===== src/rtl/audio_sd_dac.sv =====
// First-order sigma-delta audio DAC with click-free ramp to/from silence.
// Ports: clk, reset (async high), audio_en strobe, signed sample, mute level; dac_out bitstream, running/muted status.
module audio_sd_dac #(
  parameter int WIDTH      = 8,
  parameter int RAMP_SHIFT = 4
) (
  input  logic             clk,
  input  logic             reset,
  input  logic             audio_en,
  input  logic [WIDTH-1:0] sample,
  input  logic             mute,
  output logic             dac_out,
  output logic             running,
  output logic             muted
);

  typedef enum logic [1:0] {
    S_RAMP_UP,
    S_RUN,
    S_RAMP_DOWN,
    S_MUTED
  } state_t;

  // Counter keeps at least one bit so RAMP_SHIFT=0 stays legal;
  // the mask then makes every strobe a tick.
  localparam int CW = (RAMP_SHIFT > 0) ? RAMP_SHIFT : 1;
  localparam logic [CW-1:0] CMASK = CW'((1 << RAMP_SHIFT) - 1);
  localparam logic [WIDTH-1:0] HALF = {1'b1, {(WIDTH-1){1'b0}}};

  state_t           state, state_n;
  logic [WIDTH-1:0] bias, bias_n;
  logic [WIDTH-1:0] hold;
  logic [WIDTH-1:0] acc;
  logic [WIDTH-1:0] level;
  logic [WIDTH:0]   sum;
  logic [CW-1:0]    cnt, cnt_inc;
  logic             tick;

  assign cnt_inc = (cnt + 1'b1) & CMASK;
  assign tick    = audio_en && (cnt_inc == '0);

  always_comb begin
    state_n = state;
    bias_n  = bias;
    unique case (state)
      S_RAMP_UP: begin
        if (mute) begin
          state_n = S_RAMP_DOWN;
        end else if (bias == HALF) begin
          state_n = S_RUN;
        end else if (tick) begin
          bias_n = bias + 1'b1;
          if (bias_n == HALF) state_n = S_RUN;
        end
      end
      S_RUN: begin
        if (mute) begin
          state_n = S_RAMP_DOWN;
          bias_n  = HALF;
        end
      end
      S_RAMP_DOWN: begin
        if (!mute) begin
          state_n = S_RAMP_UP;
        end else if (bias == '0) begin
          state_n = S_MUTED;
        end else if (tick) begin
          bias_n = bias - 1'b1;
          if (bias_n == '0) state_n = S_MUTED;
        end
      end
      S_MUTED: begin
        if (!mute) begin
          state_n = S_RAMP_UP;
          bias_n  = '0;
        end
      end
      default: begin
        state_n = S_RAMP_UP;
        bias_n  = '0;
      end
    endcase
  end

  // Offset binary in RUN so a signed zero sits at half scale.
  always_comb begin
    level = '0;
    unique case (state)
      S_RUN:       level = {~hold[WIDTH-1], hold[WIDTH-2:0]};
      S_RAMP_UP,
      S_RAMP_DOWN: level = bias;
      default:     level = '0;
    endcase
  end

  assign sum = {1'b0, acc} + {1'b0, level};

  always_ff @(posedge clk or posedge reset) begin
    if (reset) begin
      state   <= S_RAMP_UP;
      bias    <= '0;
      hold    <= '0;
      acc     <= '0;
      cnt     <= '0;
      dac_out <= 1'b0;
      running <= 1'b0;
      muted   <= 1'b0;
    end else begin
      state   <= state_n;
      bias    <= bias_n;
      acc     <= sum[WIDTH-1:0];
      dac_out <= sum[WIDTH];
      running <= (state_n == S_RUN);
      muted   <= (state_n == S_MUTED);
      if (audio_en) hold <= sample;
      if (state_n != state) cnt <= '0;
      else if (audio_en) cnt <= cnt_inc;
    end
  end

endmodule


===== config.mk =====
export PLATFORM = sky130hd
export DESIGN_NAME = audio_sd_dac
export DESIGN_NICKNAME = d
export VERILOG_FILES = /design/src/rtl/audio_sd_dac.sv
export SDC_FILE = /design/constraint.sdc
export NUM_CORES = 1
export LEC_CHECK = 0
export ABC_AREA = 1
export CORE_MARGIN = 2
export CORE_UTILIZATION = 53
export DETAILED_ROUTE_END_ITERATION = 8
export GPL_TIMING_DRIVEN = 0
export PLACE_DENSITY = 0.76
export SLEW_MARGIN = 40
export SYNTH_ARGS = -nofsm -noshare
export SYNTH_HDL_FRONTEND = slang
export SYNTH_SLANG_ARGS = --single-unit

===== constraint.sdc =====
create_clock -name clk -period 2.4 [get_ports clk]
set_input_delay 0.48 -clock clk [delete_from_list [all_inputs] [get_ports clk]]
set_output_delay 0.48 -clock clk [all_outputs]
set_load 0.01 [all_outputs]

# Yosys cells after proc, flatten, opt, wreduce, memory -nomap -nowiden
# Index checks and enable logic that the tools add are counted.
# W data, S select, Z words.
word_totals:
  out_inout_bits: 3
  in_bits: 12
  register_bits: 33
  wordCells: 60
classes:
  reduce_logical: 8
  bitwise: 1
  eq_ne: 16
  muxes: 23
  addsub: 4
op_table:
  columns: ["cell", "n"]
  rows:
  - ["$mux W8", 8]
  - ["$pmux W8 S4", 1]
  - ["$mux W2", 10]
  - ["$eq A8 B8 Y1 const B", 2]
  - ["$logic_not A8 Y1", 2]
  - ["$ne A2 B2 Y1 const B", 8]
  - ["$pmux W8 S2", 1]
  - ["$add A8 B8 Y9", 1]
  - ["$add A8 B1 Y8 const B", 1]
  - ["$mux W4", 2]
  - ["$pmux W2 S4", 1]
  - ["$reduce_and A8 Y1", 1]
  - ["$sub A8 B1 Y8 const B", 1]
  - ["$eq A2 B2 Y1 const B", 3]
  - ["$add A4 B1 Y4 const B", 1]
  - ["$eq A2 B1 Y1 const B", 2]
  - ["$logic_not A4 Y1", 1]
  - ["$logic_not A2 Y1", 1]
  - ["$ne A2 B2 Y1", 1]
  - ["$reduce_bool A2 Y1", 1]
  - ["$reduce_or A2 Y1", 1]
  - ["$logic_and A1 B1 Y1", 1]
  - ["$not A1 Y1", 1]

# Logic depth before layout (Yosys ltp)
# Gate-level depths: netlist of the first run.
logic_depth:
  word_depth: 9
  mapped_depth: 14
  mapped_depth_nobuf: 14

# Worst setup path before layout of the first run
# Ideal clock, no wire load.
synth_timing:
  path_type: "reg-to-reg"
  start: "register state[0]"
  end: "register dac_out"
  setup_slack_ps: 27
  period_less_slack_ps: 2373
  required_time_ps: 2322
  n_path_buf: 1
  setup_time_ps: 78
  arrival_time_ps: 2295
  path_stages_with_launch: 13
  cell_sequence: "dfrtp_1 -> clkbuf_1 -> nand2_1 -> o22ai_1 -> ha_1 -> inv_1 -> fa_1 -> o21ai_0 -> a21o_1 -> a21oi_1 -> inv_1 -> a21oi_1 -> o21bai_1"
synth_between:
  elab_chain_cells: 4
  word_cells_on_any_way: 6
  classes_between: "1 x add/sub; 2 x eq/ne; 1 x mux; 2 x reduce/logical"
synth_rtl:
  columns: ["element", "line", "rtl"]
  rows:
  - ["start, declared", "30", "state_t state, state_n;"]
  - ["start signal, assigned", "109", "state <= state_n;"]
  - ["$eq A2 B2 Y1 or $logic_not A2 Y1 (tied branches)", "88", "unique case (state)"]
  - ["$reduce_or A2 Y1", "88", null]
  - ["$pmux W8 S2 (*)", "88", null]
  - ["$add A8 B8 Y9 (*)", "96", "assign sum = {1'b0, acc} + {1'b0, level};"]
  - ["net sum[8]", "35", "logic [WIDTH:0] sum;"]
  - ["end signal, assigned", "112", "dac_out <= sum[WIDTH];"]
  - ["end, declared", "12", "output logic dac_out,"]
# The timed path passes the listed nets; every way through them passes the cells marked *.
# A chain may end at the register's enable or synchronous reset.

# Worst setup path after layout of the first run
# Ends and elaborated chain as after synthesis.

==> results of run 1 <==
[stage by stage]
step	total power [mW]	TNS, ns	hold WS (ns)
4_1_cts	2.84	0	0.497
2_1_floorplan	1.98	0	0.456
5_1_grt	3.13	-0.00953	0.526
6_report	2.87	0	0.523
3_5_place_dp	2.26	-1.38	0.480
3_3_place_gp	2.22	-1.19	0.465
[report_power, final]
part           switching (mW)  total (mW)  internal (mW)
Clock                   0.218       0.556          0.338
Sequential              0.127       0.853          0.726
Combinational           0.860        1.46          0.601
[routing by layer]
layer / GRT usage / vias up / routed length (µm)
met5: 0 / - / 0
met2: 0.355 / 37 / 2120
met4: 0.108 / 0 / 104
met3: 0.0406 / 9 / 153
met1: 0.302 / 841 / 2140
li1: - / 955 / -
[sequential cells by signal, summed over array words and instances (netlist names)]
signal	count
state	2
cnt	4
dac_out	1
running	1
acc	8
hold	8
muted	1
bias	8
[cell type report]
cell class	instances	area share
buffer	6	0.0161
clock buffer	6	0.0323
clock inverter	2	0.0147
inverter	44	0.0646
multi-input combinational	198	0.466
sequential	33	0.324
tap	50	0.0245
timing repair buffer	15	0.0577
[worst register-to-register path, stage by stage (launching register included)]
cell and delay (ns):
sky130_fd_sc_hd__dfrtp_2 0.47, sky130_fd_sc_hd__buf_4 0.19, sky130_fd_sc_hd__o22ai_1 0.20, sky130_fd_sc_hd__ha_2 0.22, sky130_fd_sc_hd__inv_1 0.05, sky130_fd_sc_hd__fa_1 0.41
sky130_fd_sc_hd__o21ai_2 0.18, sky130_fd_sc_hd__a21o_1 0.13, sky130_fd_sc_hd__a21oi_1 0.08, sky130_fd_sc_hd__inv_1 0.06, sky130_fd_sc_hd__a21oi_1 0.05, sky130_fd_sc_hd__o21bai_1 0.13
[layout by cell type, fill, tap and decap left out, drive strengths merged, types with 3 or more instances in the layout]
cell type and n:
dfrtp 33, o22ai 10, nand4 4, a21oi 12, a31oi 3, clkdlybuf4s50 14
o21ai 21, nand2 69, nand3 20, ha 14, clkbuf 8, buf 5
nor2 29, xnor2 4, xor2 5, inv 43
[what timing repair did]
item                       in CTS  in global routing
pin swaps                       0                  2
setup endpoints to repair       5                  3
setup buffers                   0                  1
resized for setup               3                  7
[cell families (layout without fill, tap and decap cells)]
kind of cell | count (synthesis) | after routing | synth area share
AO/OA/AOI/OAI | 49 | 49 | 0.139
XOR/XNOR | 9 | 9 | 0.0358
adder cells (fa/ha/maj) | 15 | 15 | 0.0885
buffers and inverters | 51 | 73 | 0.0953
flip-flops | 33 | 33 | 0.375
multiplexers | 2 | 2 | 0.00965
AND/OR/NAND/NOR | 123 | 123 | 0.257
[worst max path at each step]
stage	endpoint	slack, ns	cells past startpoint
floorplan	dac_out	0.03	12
global placement	dac_out	-0.42	12
detailed placement	dac_out	-0.45	12
CTS	dac_out	0.05	11
global route	acc[7]	-0.01	13
finish	dac_out	0.15	11
==> qor_table.md, run 1 <==
| Quantity | Reported |
|---|---|
| Type of element launching the critical path | flip-flop |
| Number of buffers inserted by hold repair at cts | 0 |
| Run status | complete, no violations |
| Hold Path Origin | acc[0] |
| CTS clock-pin slew for the worst setup and hold paths | 0.07 ns |
| #FFs+latches synth | 33 |
| Maximum number of pins on one net before global-route repair | 34 |
| Depth of the CTS H-tree | 2 |
| Number of placed I/O pins | 15 |
| Final estimated routing congestion in global placement | 0.920 |
| Crit path launch | state[0] |
| TritonCTS clock tree | built |
| Clock sinks | 33 |
| Die boundary height | 68.5 µm |
| FF/Latch Area | 828 µm² |
| Count of warnings emitted by yosys | 0 |
| Count of vias placed by the detailed router | 1,842 |
| Hold Path Class | reg2reg |
| Layout filler cell count | 345 |
| Most instantiated cells after synthesis | sky130_fd_sc_hd__nand2_1, sky130_fd_sc_hd__inv_1, sky130_fd_sc_hd__dfrtp_1 |
| Post-detailed-route count of antenna-violating nets | 0 |
| End of the worst hold path | acc[0] |
| WL per Instance | 12.7 µm |
| Fraction of layout instances using a drive strength above 1 | 0.168 |
| Total nets after synthesis | 309 |
| HPWL Detailed | 3340 µm |
| Post-synth EDFFs | 0 |
| Static power due to leakage | 1.25 nW |
| Clock latency reported for the late side of the worst-skew pair | 0.29 ns |
| Number of global-route vias before repair | 1,760 |
| Longest Clk Path Bufs | 2 |
| Multi-input gate area | 1190 µm² |
| Total global routing overflow | 0 |
| Width of the chip | 68.5 µm |
| Cell types with the largest area share after synthesis | sky130_fd_sc_hd__dfrtp_1, sky130_fd_sc_hd__nand2_1, sky130_fd_sc_hd__ha_1 |
| Total placed instance area | 2410 µm² |
| Power Density | 1120 nW/µm² |
| NumNets Final | 330 |
| Slew Viols, Final | 0 |
| Worst relative slew slack | 0.542 |
| Final setup fails | 0 |
| DP Worst Slack | -0.451 ns |
| Actual transition at the worst max-transition pin | 0.687 ns |
| Required arrival time at the worst endpoint | 2.62 ns |
| Critical path cell sequence | buf_4 -> o22ai_1 -> ha_2 -> inv_1 -> fa_1 -> o21ai_2 -> a21o_1 -> a21oi_1 -> inv_1 -> a21oi_1 -> o21bai_1 |
| Crit-path leading delay family | compound AO/OA/AOI/OAI gates |
| Top cell type by total area after synthesis | sky130_fd_sc_hd__dfrtp_1 |
| Final Skew | 0.00392 ns |
| Post-route DRC violation count | 0 |
| Tot GR Track Use | 0.226 |
| Number of antenna violations at the first check in global routing | 0 |
| Depth of the worst register-to-register path | 11 |
| Core Region | 4000 µm² |
| Data arrival time of the critical path | 2.47 ns |
| Mapped cell area | 2200 µm² |
| Worst reg2reg path startpoint | state[0] |
| Highest ir drop seen on vdd | 0.000887 V |
| Worst Path Buf+Inv | 3 |
| Share of the yosys chip area belonging to registers | 0.375 |
| Initial Util | 0.551 |
| Finished layout cell area | 2560 µm² |
| Number of hold-slack violations in the final timing report | 0 |
| Detailed-route wire length | 4510 µm |
| Worst Slack Setup Final | 0.147 ns |
| Mean post-synth cell area | 7.82 µm² |
| Clock buffers created by TritonCTS | 5 |
| Capturing point of the worst reg2reg path | dac_out |
| DR iter-0 viols | 77 |
| Std-Cell Rows | 23 |
| Port bufs | 14 |
| Number of inserted diodes | 0 |
| Total Die Area | 4690 µm² |
| Count of TritonRoute iterations in the first routing pass | 4 |
| Share of the synthesized area in the top cell type | 0.375 |
| Count leader, synth | sky130_fd_sc_hd__nand2_1 |
| Post-layout util | 0.639 |
| Global-route wire length before repair | 7880 µm |
| Proportion of synthesized flip-flops having asynchronous set or reset | 1.00 |
| Post-DR vias/cell | 5.20 |
| Area Growth Syn to Fin | 16.0% |
| Crit Path Max Fanout | 8 |
| Final period util | 0.939 |
| Longest individual stage delay on the worst path | 0.47 ns |
| Min Clock Period, post-route | 2.25 ns |
| Element type at the critical path end | flip-flop |
| Highest clock frequency the design can meet | 444 MHz |
| Register-to-Register Setup Slack | 0.15 ns |
| Hold path cells | 1 |
| Number of instances in the synthesized netlist | 282 |
| # placed instances | 346 |
| Type of the worst setup path | reg2reg |
| Final std cells w/o fill | 354 |
| Number of max-cap violations | 0 |
| CTS root buffer | sky130_fd_sc_hd__clkbuf_8 |
| Library cell contributing the largest single delay on the critical path | sky130_fd_sc_hd__dfrtp_2 |
| Post-synth top flop | sky130_fd_sc_hd__dfrtp_1 |
| Distinct cells, synth | 36 |
Note: power is estimated with default switching activity, not from simulation.
==> run 2: changes to the inputs <==
--- a/config.mk
+++ b/config.mk
@@ -6,12 +6,10 @@
 export NUM_CORES = 1
 export LEC_CHECK = 0
 export ABC_AREA = 1
-export CORE_MARGIN = 2
 export CORE_UTILIZATION = 53
 export DETAILED_ROUTE_END_ITERATION = 8
 export GPL_TIMING_DRIVEN = 0
 export PLACE_DENSITY = 0.76
-export SLEW_MARGIN = 40
 export SYNTH_ARGS = -nofsm -noshare
 export SYNTH_HDL_FRONTEND = slang
 export SYNTH_SLANG_ARGS = --single-unit
==> run 2 against run 1 <==
Effect of this change:
- first-iteration DRC count grew 36%
- critical path type unchanged
- sequential share of layout area grew 0.18 points
- largest cell class unchanged
- global-route usage shrank 0.49 points
- routed wire length shrank 4.5%
- final cell count is the same
==> qor_table.md, run 2 (synthesis results as in run 1) <==
| Quantity | Reported |
|---|---|
| Run status | complete, no violations |
| Hold Path Class | in2async |
| Min Clock Period, post-route | 2.22 ns |
| Capturing point of the worst reg2reg path | dac_out |
| Finished layout cell area | 2540 µm² |
| Crit Path Max Fanout | 9 |
| Clock latency reported for the late side of the worst-skew pair | 0.28 ns |
| Maximum number of pins on one net before global-route repair | 34 |
| Width of the chip | 66.5 µm |
| Total placed instance area | 2410 µm² |
| Data arrival time of the critical path | 2.43 ns |
| Setup repair after global routing missed its margin | false |
| Number of antenna violations at the first check in global routing | 0 |
| Highest routed layer | met4 |
| Number of max-cap violations | 0 |
| Met3 routed wirelength | 117 µm |
| Element type at the critical path end | flip-flop |
| Highest ir drop seen on vdd | 0.000756 V |
| Highest-count cells in the layout ignoring fill and taps | sky130_fd_sc_hd__nand2_1, sky130_fd_sc_hd__inv_1, sky130_fd_sc_hd__dfrtp_1 |
| WL per Instance | 12.2 µm |
| Leading registers by flop count | acc x8, bias x8, hold x8 |
| Fraction of layout instances using a drive strength above 1 | 0.158 |
| Final setup fails | 0 |
| Post-layout util | 0.636 |
| Std-Cell Rows | 23 |
| Depth of the CTS H-tree | 2 |
| Worst Path Buf+Inv | 3 |
| DR iter-0 viols | 105 |
| Most common cell after layout, fill and taps aside | sky130_fd_sc_hd__nand2_1 |
| Number of hold-slack violations in the final timing report | 0 |
| HPWL Detailed | 3240 µm |
| Final period util | 0.925 |
| Hold WS | 0.470 ns |
| Highest clock frequency the design can meet | 450 MHz |
| Wire length the detailed router placed on met1 | 2100 µm |
| Final std cells w/o fill | 354 |
| Area Growth Syn to Fin | 15.4% |
| Core Region | 4000 µm² |
| Global-route wire length before repair | 7360 µm |
| Longest individual stage delay on the worst path | 0.45 ns |
| CTS clock-pin slew for the worst setup and hold paths | 0.06 ns |
| Detailed-route wire length | 4310 µm |
| NumNets Final | 331 |
| Total Die Area | 4420 µm² |
| Crit-path leading delay family | compound AO/OA/AOI/OAI gates |
| Longest Clk Path Bufs | 2 |
| Power Density | 1080 nW/µm² |
| Critical path endpoint | dac_out |
| Number of inserted diodes | 0 |
| Required arrival time at the worst endpoint | 2.60 ns |
| Count of vias placed by the detailed router | 1,836 |
| Slew Viols, Final | 0 |
| Type of element launching the critical path | flip-flop |
| Setup TNS after final layout | 0 ns |
| Port bufs | 14 |
| Type of the worst setup path | reg2reg |
| Library cell contributing the largest single delay on the critical path | sky130_fd_sc_hd__dfrtp_2 |
| Tot GR Track Use | 0.221 |
| Register-to-Register Setup Slack | 0.18 ns |
| TritonCTS clock tree | built |
| Worst reg2reg path startpoint | state[1] |
| Post-DR vias/cell | 5.19 |
| Number of placed I/O pins | 15 |
| Crit path launch | state[1] |
| # placed instances | 346 |
| Static power due to leakage | 1.24 nW |
| Clock buffers created by TritonCTS | 5 |
| Number of global-route vias before repair | 1,669 |
| Met2 WL | 1980 µm |
| Post-detailed-route count of antenna-violating nets | 0 |
| Final Skew | 0.00416 ns |
| Actual transition at the worst max-transition pin | 0.476 ns |
| Critical path cell sequence | inv_2 -> nand2_2 -> o22ai_1 -> ha_1 -> inv_1 -> fa_1 -> o21ai_2 -> a21o_1 -> a21oi_1 -> inv_1 -> a21oi_1 -> o21bai_1 |
| Total global routing overflow | 0 |
| Levels on crit path | 12 |
| Initial Util | 0.551 |
| Final estimated routing congestion in global placement | 0.908 |
| Clock sinks | 33 |
| Die boundary height | 66.5 µm |
| CTS root buffer | sky130_fd_sc_hd__clkbuf_8 |
| Count of TritonRoute iterations in the first routing pass | 4 |
| Post-route DRC violation count | 0 |
| Worst relative slew slack | 0.681 |
| Depth of the worst register-to-register path | 12 |
## run 2: area by class of cell
cell class / instances / area [µm²]
flip-flops and latches: 33 / 828
well taps: 50 / 62.6
plain buffers: 6 / 41.3
fillers: 349 / 1460
inverters: 44 / 165
repair buffers: 16 / 175
multi-input cells: 198 / 1180
clock buffers: 7 / 86.3
## run 2: metal layers
layer  up-vias  global-route usage
li1        957                   -
met1       829               0.309
met2        39               0.330
met3        11              0.0394
met4         0               0.104
met5         -                   0
## run 2: what timing repair did
item | CTS | global route
resized for setup | 2 | 6
hold buffers | 0 | 0
endpoints found under the setup margin | 5 | 3
setup buffers | 0 | 1
## run 2: report_power, final
| part | leakage [nW] | total [mW] | switching (mW) | internal (mW) |
|---|---|---|---|---|
| Clock | 0.0443 | 0.415 | 0.188 | 0.227 |
| Combinational | 0.791 | 1.47 | 0.866 | 0.602 |
| Sequential | 0.404 | 0.851 | 0.125 | 0.726 |
| Total | 1.24 | 2.73 | 1.18 | 1.56 |
## run 2: worst register-to-register path, stage by stage (launching register included)
cell and delay (ns):
sky130_fd_sc_hd__dfrtp_2 0.45, sky130_fd_sc_hd__inv_2 0.10, sky130_fd_sc_hd__nand2_2 0.13, sky130_fd_sc_hd__o22ai_1 0.16
sky130_fd_sc_hd__ha_1 0.20, sky130_fd_sc_hd__inv_1 0.06, sky130_fd_sc_hd__fa_1 0.41, sky130_fd_sc_hd__o21ai_2 0.19
sky130_fd_sc_hd__a21o_1 0.13, sky130_fd_sc_hd__a21oi_1 0.08, sky130_fd_sc_hd__inv_1 0.06, sky130_fd_sc_hd__a21oi_1 0.05
sky130_fd_sc_hd__o21bai_1 0.12
## run 2: stage by stage
stage          total power [mW]  setup slack (ns)
2_1_floorplan              1.98            0.0269
3_3_place_gp               2.22            -0.367
3_5_place_dp               2.27            -0.385
4_1_cts                    2.68            0.0238
5_1_grt                    3.00            0.0223
6_report                   2.73             0.179
## run 2: worst min-delay path by stage
stage / from / endpoint
floorplan: acc[0] / acc[0]
global placement: acc[0] / acc[0]
detailed placement: acc[0] / acc[0]
CTS: acc[0] / acc[0]
global route: reset / cnt[1]
finish: reset / cnt[3]
==> run 3: changes to the inputs <==
--- a/config.mk
+++ b/config.mk
@@ -6,10 +6,14 @@
 export NUM_CORES = 1
 export LEC_CHECK = 0
 export ABC_AREA = 1
-export CORE_UTILIZATION = 53
+export CELL_PAD_IN_SITES_DETAIL_PLACEMENT = 0
+export CELL_PAD_IN_SITES_GLOBAL_PLACEMENT = 1
+export CORE_ASPECT_RATIO = 1.1
+export CORE_UTILIZATION = 41
+export CTS_BUF_LIST = sky130_fd_sc_hd__clkbuf_8
 export DETAILED_ROUTE_END_ITERATION = 8
 export GPL_TIMING_DRIVEN = 0
-export PLACE_DENSITY = 0.76
+export PLACE_DENSITY_LB_ADDON = 0.1
 export SYNTH_ARGS = -nofsm -noshare
 export SYNTH_HDL_FRONTEND = slang
 export SYNTH_SLANG_ARGS = --single-unit
==> run 3 against run 2 <==
Effect of this change:
- flip-flop and latch count is the same
- critical path type unchanged
- global-route usage shrank 3.4 points
- non-clock buffer count decreased by 1
- register-to-register slack worse by 0.02 ns
==> qor_table.md, run 3 (synthesis results as in run 1) <==
| Quantity | Reported |
|---|---|
| Final period util | 0.933 |
| Depth of the CTS H-tree | 2 |
| Crit path launch | state[0] |
| Die boundary height | 78.9 µm |
| HPWL Detailed | 3510 µm |
| Leading registers by flop count | acc x8, bias x8, hold x8 |
| Depth of the worst register-to-register path | 11 |
| Fraction of layout instances using a drive strength above 1 | 0.171 |
| Min Clock Period, post-route | 2.24 ns |
| Type of the worst setup path | reg2reg |
| Crit Path Max Fanout | 8 |
| Register-to-Register Setup Slack | 0.16 ns |
| Highest ir drop seen on vdd | 0.000606 V |
| Number of buffers inserted by hold repair at cts | 0 |
| Total Die Area | 5670 µm² |
| Element type at the critical path end | flip-flop |
| Number of hold-slack violations in the final timing report | 0 |
| Static power due to leakage | 1.25 nW |
| Library cell contributing the largest single delay on the critical path | sky130_fd_sc_hd__dfrtp_2 |
| Area Growth Syn to Fin | 16.7% |
| Core Region | 5100 µm² |
| Power Density | 1080 nW/µm² |
| NumNets Final | 330 |
| Port bufs | 14 |
| Clock buffers created by TritonCTS | 5 |
| Post-detailed-route count of antenna-violating nets | 0 |
| Global-route wire length before repair | 8190 µm |
| Initial Util | 0.432 |
| Highest clock frequency the design can meet | 447 MHz |
| Hold WS | 0.482 ns |
| Post-DR vias/cell | 4.82 |
| Count of vias placed by the detailed router | 1,812 |
| Run status | complete, no violations |
| Width of the chip | 71.9 µm |
| Number of global-route vias before repair | 1,824 |
| Clock sinks | 33 |
| Critical path cell sequence | buf_4 -> o22ai_2 -> ha_1 -> inv_1 -> fa_1 -> o21ai_2 -> a21o_1 -> a21oi_1 -> inv_1 -> a21oi_1 -> o21bai_1 |
| Number of antenna violations at the first check in global routing | 0 |
| Maximum number of pins on one net before global-route repair | 34 |
| Total global routing overflow | 0 |
| Highest-count cells in the layout ignoring fill and taps | sky130_fd_sc_hd__nand2_1, sky130_fd_sc_hd__inv_1, sky130_fd_sc_hd__dfrtp_1 |
| DR iter-0 viols | 83 |
| Post-route DRC violation count | 0 |
| Worst relative slew slack | 0.540 |
| TritonCTS clock tree | built |
| Data arrival time of the critical path | 2.44 ns |
| Final std cells w/o fill | 376 |
| Detailed-route wire length | 4550 µm |
| Longest individual stage delay on the worst path | 0.47 ns |
| Actual transition at the worst max-transition pin | 0.689 ns |
| Tot GR Track Use | 0.187 |
| Required arrival time at the worst endpoint | 2.60 ns |
| Number of max-cap violations | 0 |
| Number of placed I/O pins | 15 |
| Type of element launching the critical path | flip-flop |
| # placed instances | 368 |
| Hold Path Class | reg2reg |
| Number of inserted diodes | 0 |
| Final Skew | 0.00428 ns |
| Longest Clk Path Bufs | 2 |
| CTS root buffer | sky130_fd_sc_hd__clkbuf_8 |
| Setup repair after global routing missed its margin | false |
| Worst reg2reg path startpoint | state[0] |
| Std-Cell Rows | 27 |
| Clock latency reported for the late side of the worst-skew pair | 0.28 ns |
| Count of TritonRoute iterations in the first routing pass | 4 |
| Slew Viols, Final | 0 |
| Critical path endpoint | dac_out |
| Most common cell after layout, fill and taps aside | sky130_fd_sc_hd__nand2_1 |
| Final estimated routing congestion in global placement | 0.895 |
| CTS clock-pin slew for the worst setup and hold paths | 0.07 ns |
| WL per Instance | 12.1 µm |
| Final setup fails | 0 |
| Capturing point of the worst reg2reg path | dac_out |
==> run 3: cell count changes in the layout (fill, tap and decap cells not counted) <==
cell,delta
sky130_fd_sc_hd__clkbuf_1,-1
sky130_fd_sc_hd__o22ai_1,-1
sky130_fd_sc_hd__nand2_4,+1
sky130_fd_sc_hd__o21ai_1,-1
sky130_fd_sc_hd__clkinv_2,+1
sky130_fd_sc_hd__clkbuf_8,+1
sky130_fd_sc_hd__clkinv_1,-1
sky130_fd_sc_hd__o22ai_2,+1
sky130_fd_sc_hd__buf_16,-1
sky130_fd_sc_hd__inv_2,+1
sky130_fd_sc_hd__nand2_2,-1
sky130_fd_sc_hd__o21ai_2,+1
==> run 3: per-layer routing <==
metal / share of wire / up-vias / GRT usage
met5: 0 / - / 0
met4: 0.016 / 0 / 0.0667
met3: 0.030 / 7 / 0.0368
met2: 0.48 / 26 / 0.308
met1: 0.48 / 822 / 0.245
li1: - / 957 / -
==> run 3: repair_timing <==
item                       4_1_cts  5_1_grt
setup endpoints to repair        5        3
setup buffers                    0        1
gates resized for setup          3        8
==> run 3: layout make-up <==
cell class	count	area, µm²
fill	515	2530
buffer	6	41.3
multi-input combinational	198	1200
clock inverter	1	5.00
sequential	33	828
timing repair buffer	15	148
inverter	44	165
tap	72	90.1
clock buffer	7	96.3
==> run 3: stage by stage <==
step / instance area [µm²] / power, mW / util / TNS [ns] / worst slack (ns)
6_report: 2570 / 2.79 / 0.505 / 0 / 0.161
5_1_grt: 2570 / 3.08 / 0.505 / 0 / 0.0208
4_1_cts: 2540 / 2.76 / 0.497 / 0 / 0.0376
3_5_place_dp: 2430 / 2.29 / 0.477 / -1.43 / -0.470
3_3_place_gp: 2430 / 2.27 / 0.477 / -1.44 / -0.477
2_1_floorplan: 2200 / 1.98 / - / 0 / 0.0269
==> run 3: worst min-delay path by stage <==
stage                start  slack (ns)  cells past startpoint      to
floorplan           acc[0]        0.46                      1  acc[0]
global placement    acc[0]        0.47                      1  acc[0]
detailed placement  acc[0]        0.47                      1  acc[0]
CTS                 acc[0]        0.49                      1  acc[0]
global route        acc[0]        0.51                      1  acc[0]
finish              acc[0]        0.48                      1  acc[0]
==> run 3: report_power, final <==
| group | total [mW] | internal, mW | leakage [nW] | switching (mW) |
|---|---|---|---|---|
| clock network | 0.459 | 0.259 | 0.0542 | 0.199 |
| registers | 0.851 | 0.726 | 0.404 | 0.125 |
| logic | 1.48 | 0.605 | 0.792 | 0.872 |
==> run 3: worst max-delay path: cells and delay by family, from the launching register on <==
family	cells	cell delay [ns]
AOI/OAI and AO/OA	6	0.77
adders and majority gates	2	0.61
DFF	1	0.47
buffers and inverters	3	0.31
